[src/rtl/vec_mem_mover_if.sv]
// vec_mem_mover_if
// Bundles the data-memory bus and the vector register file ports used by
// vec_mem_mover.
//   master : the mover (drives requests, vector read address, vector write)
//   slave  : memory / vector RAM side
// Memory : o_mem_addr/o_mem_read/o_mem_write/o_mem_wdata out, i_mem_ready/i_mem_rdata in
// Vector : o_vec_read_addr out, i_vec_read_data in, o_vec_write_* out
interface vec_mem_mover_if #(
    parameter int VEC_SIZE        = 8,
    parameter int VEC_INDEX_WIDTH = 3,
    parameter int ADDR_WIDTH      = 16
);
    logic [ADDR_WIDTH-1:0]           o_mem_addr;
    logic                            o_mem_read;
    logic                            o_mem_write;
    logic [VEC_SIZE-1:0]             o_mem_wdata;
    logic                            i_mem_ready;
    logic [VEC_SIZE-1:0]             i_mem_rdata;
    logic [VEC_INDEX_WIDTH-1:0]      o_vec_read_addr;
    logic [15:0][VEC_SIZE-1:0]       i_vec_read_data;
    logic                            o_vec_write_enable;
    logic [VEC_INDEX_WIDTH-1:0]      o_vec_write_addr;
    logic [15:0][VEC_SIZE-1:0]       o_vec_write_data;

    modport master (
        output o_mem_addr, o_mem_read, o_mem_write, o_mem_wdata,
        input  i_mem_ready, i_mem_rdata,
        output o_vec_read_addr,
        input  i_vec_read_data,
        output o_vec_write_enable, o_vec_write_addr, o_vec_write_data
    );

    modport slave (
        input  o_mem_addr, o_mem_read, o_mem_write, o_mem_wdata,
        output i_mem_ready, i_mem_rdata,
        input  o_vec_read_addr,
        output i_vec_read_data,
        input  o_vec_write_enable, o_vec_write_addr, o_vec_write_data
    );
endinterface

[src/rtl/vec_mem_mover.sv]
// vec_mem_mover
// Sequential mover between scalar data memory and the vector register file.
// Load: gathers 16 strided lanes from memory, then writes the vector in one cycle.
// Store: reads one vector, then scatters its 16 lanes to strided addresses.
// Ports:
//   i_clk, i_rst (async, active-low)
//   i_start, i_store, i_base_addr, i_stride, i_vec_idx : command, taken in IDLE
//   o_busy : high outside IDLE;  o_done : registered one-cycle completion pulse
//   bus    : memory bus + vector RAM ports (vec_mem_mover_if.master)
module vec_mem_mover #(
    parameter int VEC_SIZE        = 8,
    parameter int VEC_INDEX_WIDTH = 3,
    parameter int ADDR_WIDTH      = 16
) (
    input  logic                       i_clk,
    input  logic                       i_rst,
    input  logic                       i_start,
    input  logic                       i_store,
    input  logic [ADDR_WIDTH-1:0]      i_base_addr,
    input  logic [ADDR_WIDTH-1:0]      i_stride,
    input  logic [VEC_INDEX_WIDTH-1:0] i_vec_idx,
    output logic                       o_busy,
    output logic                       o_done,
    vec_mem_mover_if.master            bus
);
    localparam int NUM_LANES = 16;

    typedef enum logic [2:0] {
        S_IDLE, S_LOAD, S_LWRITE, S_SREAD, S_STORE
    } state_t;

    state_t                              r_state, w_next;
    logic [ADDR_WIDTH-1:0]               r_addr;
    logic [ADDR_WIDTH-1:0]               r_stride;
    logic [VEC_INDEX_WIDTH-1:0]          r_idx;
    logic [3:0]                          r_cnt;
    logic                                r_done;
    logic [NUM_LANES-1:0][VEC_SIZE-1:0]  w_buf;

    logic w_mem_read, w_mem_write, w_vec_we;
    logic w_accept, w_last, w_take;

    assign w_take   = (r_state == S_IDLE) && i_start;
    assign w_accept = (w_mem_read | w_mem_write) & bus.i_mem_ready;
    assign w_last   = (r_cnt == 4'(NUM_LANES - 1));

    // ---------------- FSM ----------------
    always_ff @(posedge i_clk or negedge i_rst) begin
        if (!i_rst) r_state <= S_IDLE;
        else        r_state <= w_next;
    end

    always_comb begin
        w_next      = r_state;
        w_mem_read  = 1'b0;
        w_mem_write = 1'b0;
        w_vec_we    = 1'b0;
        case (r_state)
            S_IDLE:   if (i_start) w_next = i_store ? S_SREAD : S_LOAD;
            S_LOAD: begin
                w_mem_read = 1'b1;
                if (bus.i_mem_ready && w_last) w_next = S_LWRITE;
            end
            S_LWRITE: begin
                w_vec_we = 1'b1;
                w_next   = S_IDLE;
            end
            // Vector RAM samples the address on the falling edge, so the
            // data is ready to capture on the edge that ends this cycle.
            S_SREAD:  w_next = S_STORE;
            S_STORE: begin
                w_mem_write = 1'b1;
                if (bus.i_mem_ready && w_last) w_next = S_IDLE;
            end
            default:  w_next = S_IDLE;
        endcase
    end

    // ---------------- address / counter / command latch ----------------
    always_ff @(posedge i_clk or negedge i_rst) begin
        if (!i_rst) begin
            r_addr   <= '0;
            r_stride <= '0;
            r_idx    <= '0;
            r_cnt    <= '0;
            r_done   <= 1'b0;
        end else begin
            r_done <= (r_state == S_LWRITE) ||
                      ((r_state == S_STORE) && bus.i_mem_ready && w_last);
            if (w_take) begin
                r_addr   <= i_base_addr;
                r_stride <= i_stride;
                r_idx    <= i_vec_idx;
                r_cnt    <= '0;
            end else if (w_accept) begin
                r_addr <= r_addr + r_stride;   // wraps mod 2^ADDR_WIDTH
                r_cnt  <= r_cnt + 4'd1;
            end
        end
    end

    // ---------------- lane buffer ----------------
    // Each lane fills either from its own memory beat (load) or all at once
    // from the vector RAM (store).
    for (genvar l = 0; l < NUM_LANES; l++) begin : g_lane
        logic [VEC_SIZE-1:0] r_lane;
        always_ff @(posedge i_clk or negedge i_rst) begin
            if (!i_rst)
                r_lane <= '0;
            else if (r_state == S_SREAD)
                r_lane <= bus.i_vec_read_data[l];
            else if ((r_state == S_LOAD) && bus.i_mem_ready && (r_cnt == 4'(l)))
                r_lane <= bus.i_mem_rdata;
        end
        assign w_buf[l] = r_lane;
    end

    // ---------------- outputs ----------------
    assign o_busy                 = (r_state != S_IDLE);
    assign o_done                 = r_done;
    assign bus.o_mem_addr         = r_addr;
    assign bus.o_mem_read         = w_mem_read;
    assign bus.o_mem_write        = w_mem_write;
    assign bus.o_mem_wdata        = w_buf[r_cnt];
    assign bus.o_vec_read_addr    = r_idx;
    assign bus.o_vec_write_enable = w_vec_we;
    assign bus.o_vec_write_addr   = r_idx;
    assign bus.o_vec_write_data   = w_buf;
endmodule

[src/flat_wrapper.sv]
// flat-port wrapper written by rule: the top's interface ports become plain ports
module vec_mem_mover_flat 
#(
    parameter int VEC_SIZE        = 8,
    parameter int VEC_INDEX_WIDTH = 3,
    parameter int ADDR_WIDTH      = 16
)
  (i_clk, i_rst, i_start, i_store, i_base_addr, i_stride, i_vec_idx, o_busy, o_done, bus_o_mem_addr, bus_o_mem_read, bus_o_mem_write, bus_o_mem_wdata, bus_i_mem_ready, bus_i_mem_rdata, bus_o_vec_read_addr, bus_i_vec_read_data, bus_o_vec_write_enable, bus_o_vec_write_addr, bus_o_vec_write_data);
  vec_mem_mover_if #(.VEC_SIZE(VEC_SIZE), .VEC_INDEX_WIDTH(VEC_INDEX_WIDTH), .ADDR_WIDTH(ADDR_WIDTH)) bus_i ();
  input  logic i_clk;
  input  logic i_rst;
  input  logic i_start;
  input  logic i_store;
  input  logic [ADDR_WIDTH-1:0] i_base_addr;
  input  logic [ADDR_WIDTH-1:0] i_stride;
  input  logic [VEC_INDEX_WIDTH-1:0] i_vec_idx;
  output logic o_busy;
  output logic o_done;
  output wire logic [$bits(bus_i.o_mem_addr)-1:0] bus_o_mem_addr;
  output wire logic [$bits(bus_i.o_mem_read)-1:0] bus_o_mem_read;
  output wire logic [$bits(bus_i.o_mem_write)-1:0] bus_o_mem_write;
  output wire logic [$bits(bus_i.o_mem_wdata)-1:0] bus_o_mem_wdata;
  input wire logic [$bits(bus_i.i_mem_ready)-1:0] bus_i_mem_ready;
  input wire logic [$bits(bus_i.i_mem_rdata)-1:0] bus_i_mem_rdata;
  output wire logic [$bits(bus_i.o_vec_read_addr)-1:0] bus_o_vec_read_addr;
  input wire logic [$bits(bus_i.i_vec_read_data)-1:0] bus_i_vec_read_data;
  output wire logic [$bits(bus_i.o_vec_write_enable)-1:0] bus_o_vec_write_enable;
  output wire logic [$bits(bus_i.o_vec_write_addr)-1:0] bus_o_vec_write_addr;
  output wire logic [$bits(bus_i.o_vec_write_data)-1:0] bus_o_vec_write_data;
  assign bus_o_mem_addr = bus_i.o_mem_addr;
  assign bus_o_mem_read = bus_i.o_mem_read;
  assign bus_o_mem_write = bus_i.o_mem_write;
  assign bus_o_mem_wdata = bus_i.o_mem_wdata;
  assign bus_i.i_mem_ready = bus_i_mem_ready;
  assign bus_i.i_mem_rdata = bus_i_mem_rdata;
  assign bus_o_vec_read_addr = bus_i.o_vec_read_addr;
  assign bus_i.i_vec_read_data = bus_i_vec_read_data;
  assign bus_o_vec_write_enable = bus_i.o_vec_write_enable;
  assign bus_o_vec_write_addr = bus_i.o_vec_write_addr;
  assign bus_o_vec_write_data = bus_i.o_vec_write_data;
  vec_mem_mover #(.VEC_SIZE(VEC_SIZE), .VEC_INDEX_WIDTH(VEC_INDEX_WIDTH), .ADDR_WIDTH(ADDR_WIDTH)) u_core (.i_clk(i_clk), .i_rst(i_rst), .i_start(i_start), .i_store(i_store), .i_base_addr(i_base_addr), .i_stride(i_stride), .i_vec_idx(i_vec_idx), .o_busy(o_busy), .o_done(o_done), .bus(bus_i));
endmodule
[config.mk]
export PLATFORM = sky130hd
export DESIGN_NAME = vec_mem_mover_flat
export DESIGN_NICKNAME = d
export VERILOG_FILES = /design/src/rtl/vec_mem_mover_if.sv /design/src/rtl/vec_mem_mover.sv /design/src/flat_wrapper.sv
export SDC_FILE = /design/constraint.sdc
export NUM_CORES = 1
export LEC_CHECK = 0
export CAP_MARGIN = 20
export CORE_MARGIN = 1.5
export CORE_UTILIZATION = 40
export CTS_CLUSTER_SIZE = 12
export DETAILED_ROUTE_END_ITERATION = 6
export DONT_BUFFER_PORTS = 1
export SLEW_MARGIN = 0
export SYNTH_ARGS = -nofsm -noshare
export SYNTH_HDL_FRONTEND = slang
export SYNTH_SLANG_ARGS = --single-unit
[constraint.sdc]
create_clock -name i_clk -period 2.3 [get_ports i_clk]
set_clock_uncertainty 0.2 [all_clocks]
set_input_delay 0.46 -clock i_clk [delete_from_list [all_inputs] [get_ports i_clk]]
set_output_delay 0.46 -clock i_clk [all_outputs]
set_load 0.02 [all_outputs]
==> impl_metrics.yaml <==
logic_synthesis:
  synth_area_sq_mm: 0.009716
  synth-edff-count: 0
  avgSynthCellArea_sq_um: 10.32
  async_reset_ff_share_pct: 100.0
  synth_nets: 1137
  ys_seq_area_share_pct: 44.04
  netlist_instances: 941
  synth_top_area_cell: "dfrtp_1"
  synth_ff_type: "dfrtp_1"
  synth_area_leaders: "dfrtp_1 (44%), mux2i_1 (11%), nand2_1 (9.1%)"
  ys_seq_elements: 171
  yosysTopAreaCellShare_pct: 44.04
  yosys_warnings: 0
  synth_cell_types: 59
timing:
  relSlewSlack_pct: 56.80
  fin_crit_sh_pct: 125.7
  setup_tns_ns: -4.434
  fin_ws_ns: -0.5902
  worstMarginPinSlew_ns: 0.6456
  fmax_mhz: 346.0
  setup_violations: 10
  final-max-slew-violation-count: 0
  hold_viol: 171
  rsz0062_at_grt: "true"
  worst_hold_slack_ns: -0.4872
  fin_crit_ns: 2.890
power:
  ir_drop_mv: 0.7658
  power_leakage_uw: 0.006603
  powerDensity_mw_per_mm2: 1495
die:
  ios: 339
  start_util_pct: 41.02
  core_sq_mm: 0.02368
  die_h_um: 158.9
  die-area_sq_mm: 0.02523
  rows: 56
  fp.dieW_um: 158.9
status:
  failed_checks: "hold timing, setup timing"
  status: "complete, but fails checks"
route:
  detail-route-antenna-nets: 0
  drt_iter0_markers: 780
  drt-vias-per-instance: 5.588
  dr.pass1.iters: 7
  drcViolationCount: 0
  drt-total-wl_um: 38350
  vias: 8813
  wl_per_cell_um: 24.32
setup_path:
  cp.arrival_ns: 2.23
  cp-start-kind: "register"
  required_ns: 1.64
  cp_max_fo: 5
  critPathKind: "reg2out"
  critical_path.endpoint_type: "primary output"
hold_path:
  min_path_type: "in2async"
cells_and_area:
  fin_nets: 1439
  final_cells: 1577
  drive_gt1_share_pct: 23.73
  syn2layout_area_growth_pct: 39.46
clock_network:
  cts_root_buf: "clkbuf_16"
  cts_tree: "done"
  cts_max_level: 4
  clock_path_buffers: 2
  clk_latency_ns: 0.44
  cts_sinks: 171
  numCtsBuffers: 17
  clk_pin_slew_ns: 0.08
  postCtsHoldBufs: 166
grt:
  grt.total_usage_pct: 30.10
  grt_antenna_before_repair: 2
  grt_pass1_wl_um: 56480
  grt_pass1_vias: 8979
  grt_max_degree: 172
  grt.overflow.total: 0
placed_design:
  hpwl_um: 27160
  gp_congestion: 0.9115
  place_ws_ns: -0.1787
  io_buffer_count: 0
  dp.cells: 1374
job:
  maxCapViolCount: 0
## power breakdown
group	switching [uW]	internal, uW
logic	6430	5020
registers	1360	4430
clock network	1530	1490
## area by class of cell
| cell class | count | area (sq um) |
|---|---|---|
| fillers | 2058 | 10130 |
| multi-input cells | 693 | 5031 |
| flip-flops and latches | 171 | 4283 |
| repair buffers | 350 | 3181 |
| clock buffers | 17 | 425.4 |
| well taps | 319 | 399.1 |
| clock inverters | 15 | 187.7 |
| inverters | 10 | 37.54 |
| diodes | 2 | 5.005 |
## per-layer routing
layer,GRT usage (%),up-vias,wire length [um]
met3,9.013,99,3386
met5,0,-,0
li1,-,3960,-
met2,51.75,434,19070
met4,14.97,0,1720
met1,33.93,4320,14170
## cell families (layout without fill, tap and decap cells)
logic type,count (synthesis),after routing,share of synthesized area (%)
fa+ha+maj,20,20,2.653
xor+xnor,14,14,1.262
other cells,0,2,0
mux,145,145,20.93
simple gates,314,314,14.57
flops,171,171,44.04
buf+inv,77,392,4.559
compound gates,200,200,11.99
## cells in the mapped netlist (all sizes together), types with 2 or more instances
master  instances
a21o            4
a21oi          20
a22oi          30
a31oi           6
a32oi           2
and2            3
and2b           2
and3            5
and4            2
buf            42
clkbuf         25
dfrtp         171
ha             19
inv            10
mux2i         105
mux4           40
nand2         244
nand2b          2
nand3           7
nand3b          3
nand4           4
nor2           24
nor3           10
o211ai          2
o21ai         122
o22ai           3
or2             2
or3             2
xnor2          11
xor2            3
## through the flow
step | utilization (%) | power (uW) | instance area [sq um]
final | 57.21 | 20260 | 13550
after global routing | 57.21 | 21300 | 13550
after CTS | 56.85 | 19990 | 13460
after detailed placement | 47.15 | 16600 | 11170
after global placement | 47.15 | 16460 | 11170
after floorplan | - | 12380 | 9682
## cell usage in the layout (no fill, tap or decap), types with 3 or more instances in the layout
cell type      netlist  layout
a22oi_1             30      30
inv_1               10      10
ha_1                19      16
xnor2_1             11      11
nor3_1              10       9
buf_12               0      11
dfrtp_1            171     168
clkinv_8             0       5
o21ai_0             72      72
xor2_1               3       3
buf_4               10     173
and3_1               5       3
inv_6                0       5
dlygate4sd3_1        0     166
a21oi_2              0       3
o21ai_1             50      50
a21oi_1             20      17
nor2_4               2       3
ha_4                 0       3
dfrtp_2              0       3
mux2i_1            105     105
nor2_1              19      19
mux4_2              18      38
nand3_1              5       5
nand2_4              6       6
a31oi_1              6       6
a21o_1               4       4
clkbuf_16            0      17
nand2_1            236     236
## state kept, by name, indices dropped and copies added, names as in the netlist
| signal | cells |
|---|---|
| u_core.r_cnt | 4 |
| u_core.o_done | 1 |
| u_core.bus.o_vec_read_addr | 3 |
| u_core.g_lane.r_lane | 128 |
| u_core.bus.o_mem_addr | 16 |
| u_core.r_state | 3 |
| u_core.r_stride | 16 |
## worst paths after layout
kind                                           from                         end  cells after the start  slack (ns)
setup / recovery                    u_core.r_cnt[0]          bus_o_mem_wdata[3]                      3       -0.59
hold reg to reg                  u_core.r_stride[2]          u_core.r_stride[2]                      2        0.30
hold / removal                                i_rst         u_core.r_stride[10]                      0       -0.49
min in group i_clk               bus_i_mem_rdata[1]  u_core.g_lane[3].r_lane[1]                      2        0.01
max in group asynchronous                     i_rst             u_core.r_cnt[0]                      0        2.06
setup reg to reg           u_core.bus.o_mem_addr[0]   u_core.bus.o_mem_addr[10]                      8       -0.02
## repair_timing
item	CTS	global route
gates resized for setup	6	14
endpoints found under the setup margin	11	36
pin swaps	0	4
hold endpoints to repair	328	171
buffers inserted	2	1
## worst max-delay path, cell delays in order, from the launching register on
cell and delay (ns):
dfrtp_2 0.43, buf_4 0.14, mux4_4 0.66, mux4_2 0.57
(Power assumes the default switching activity.)
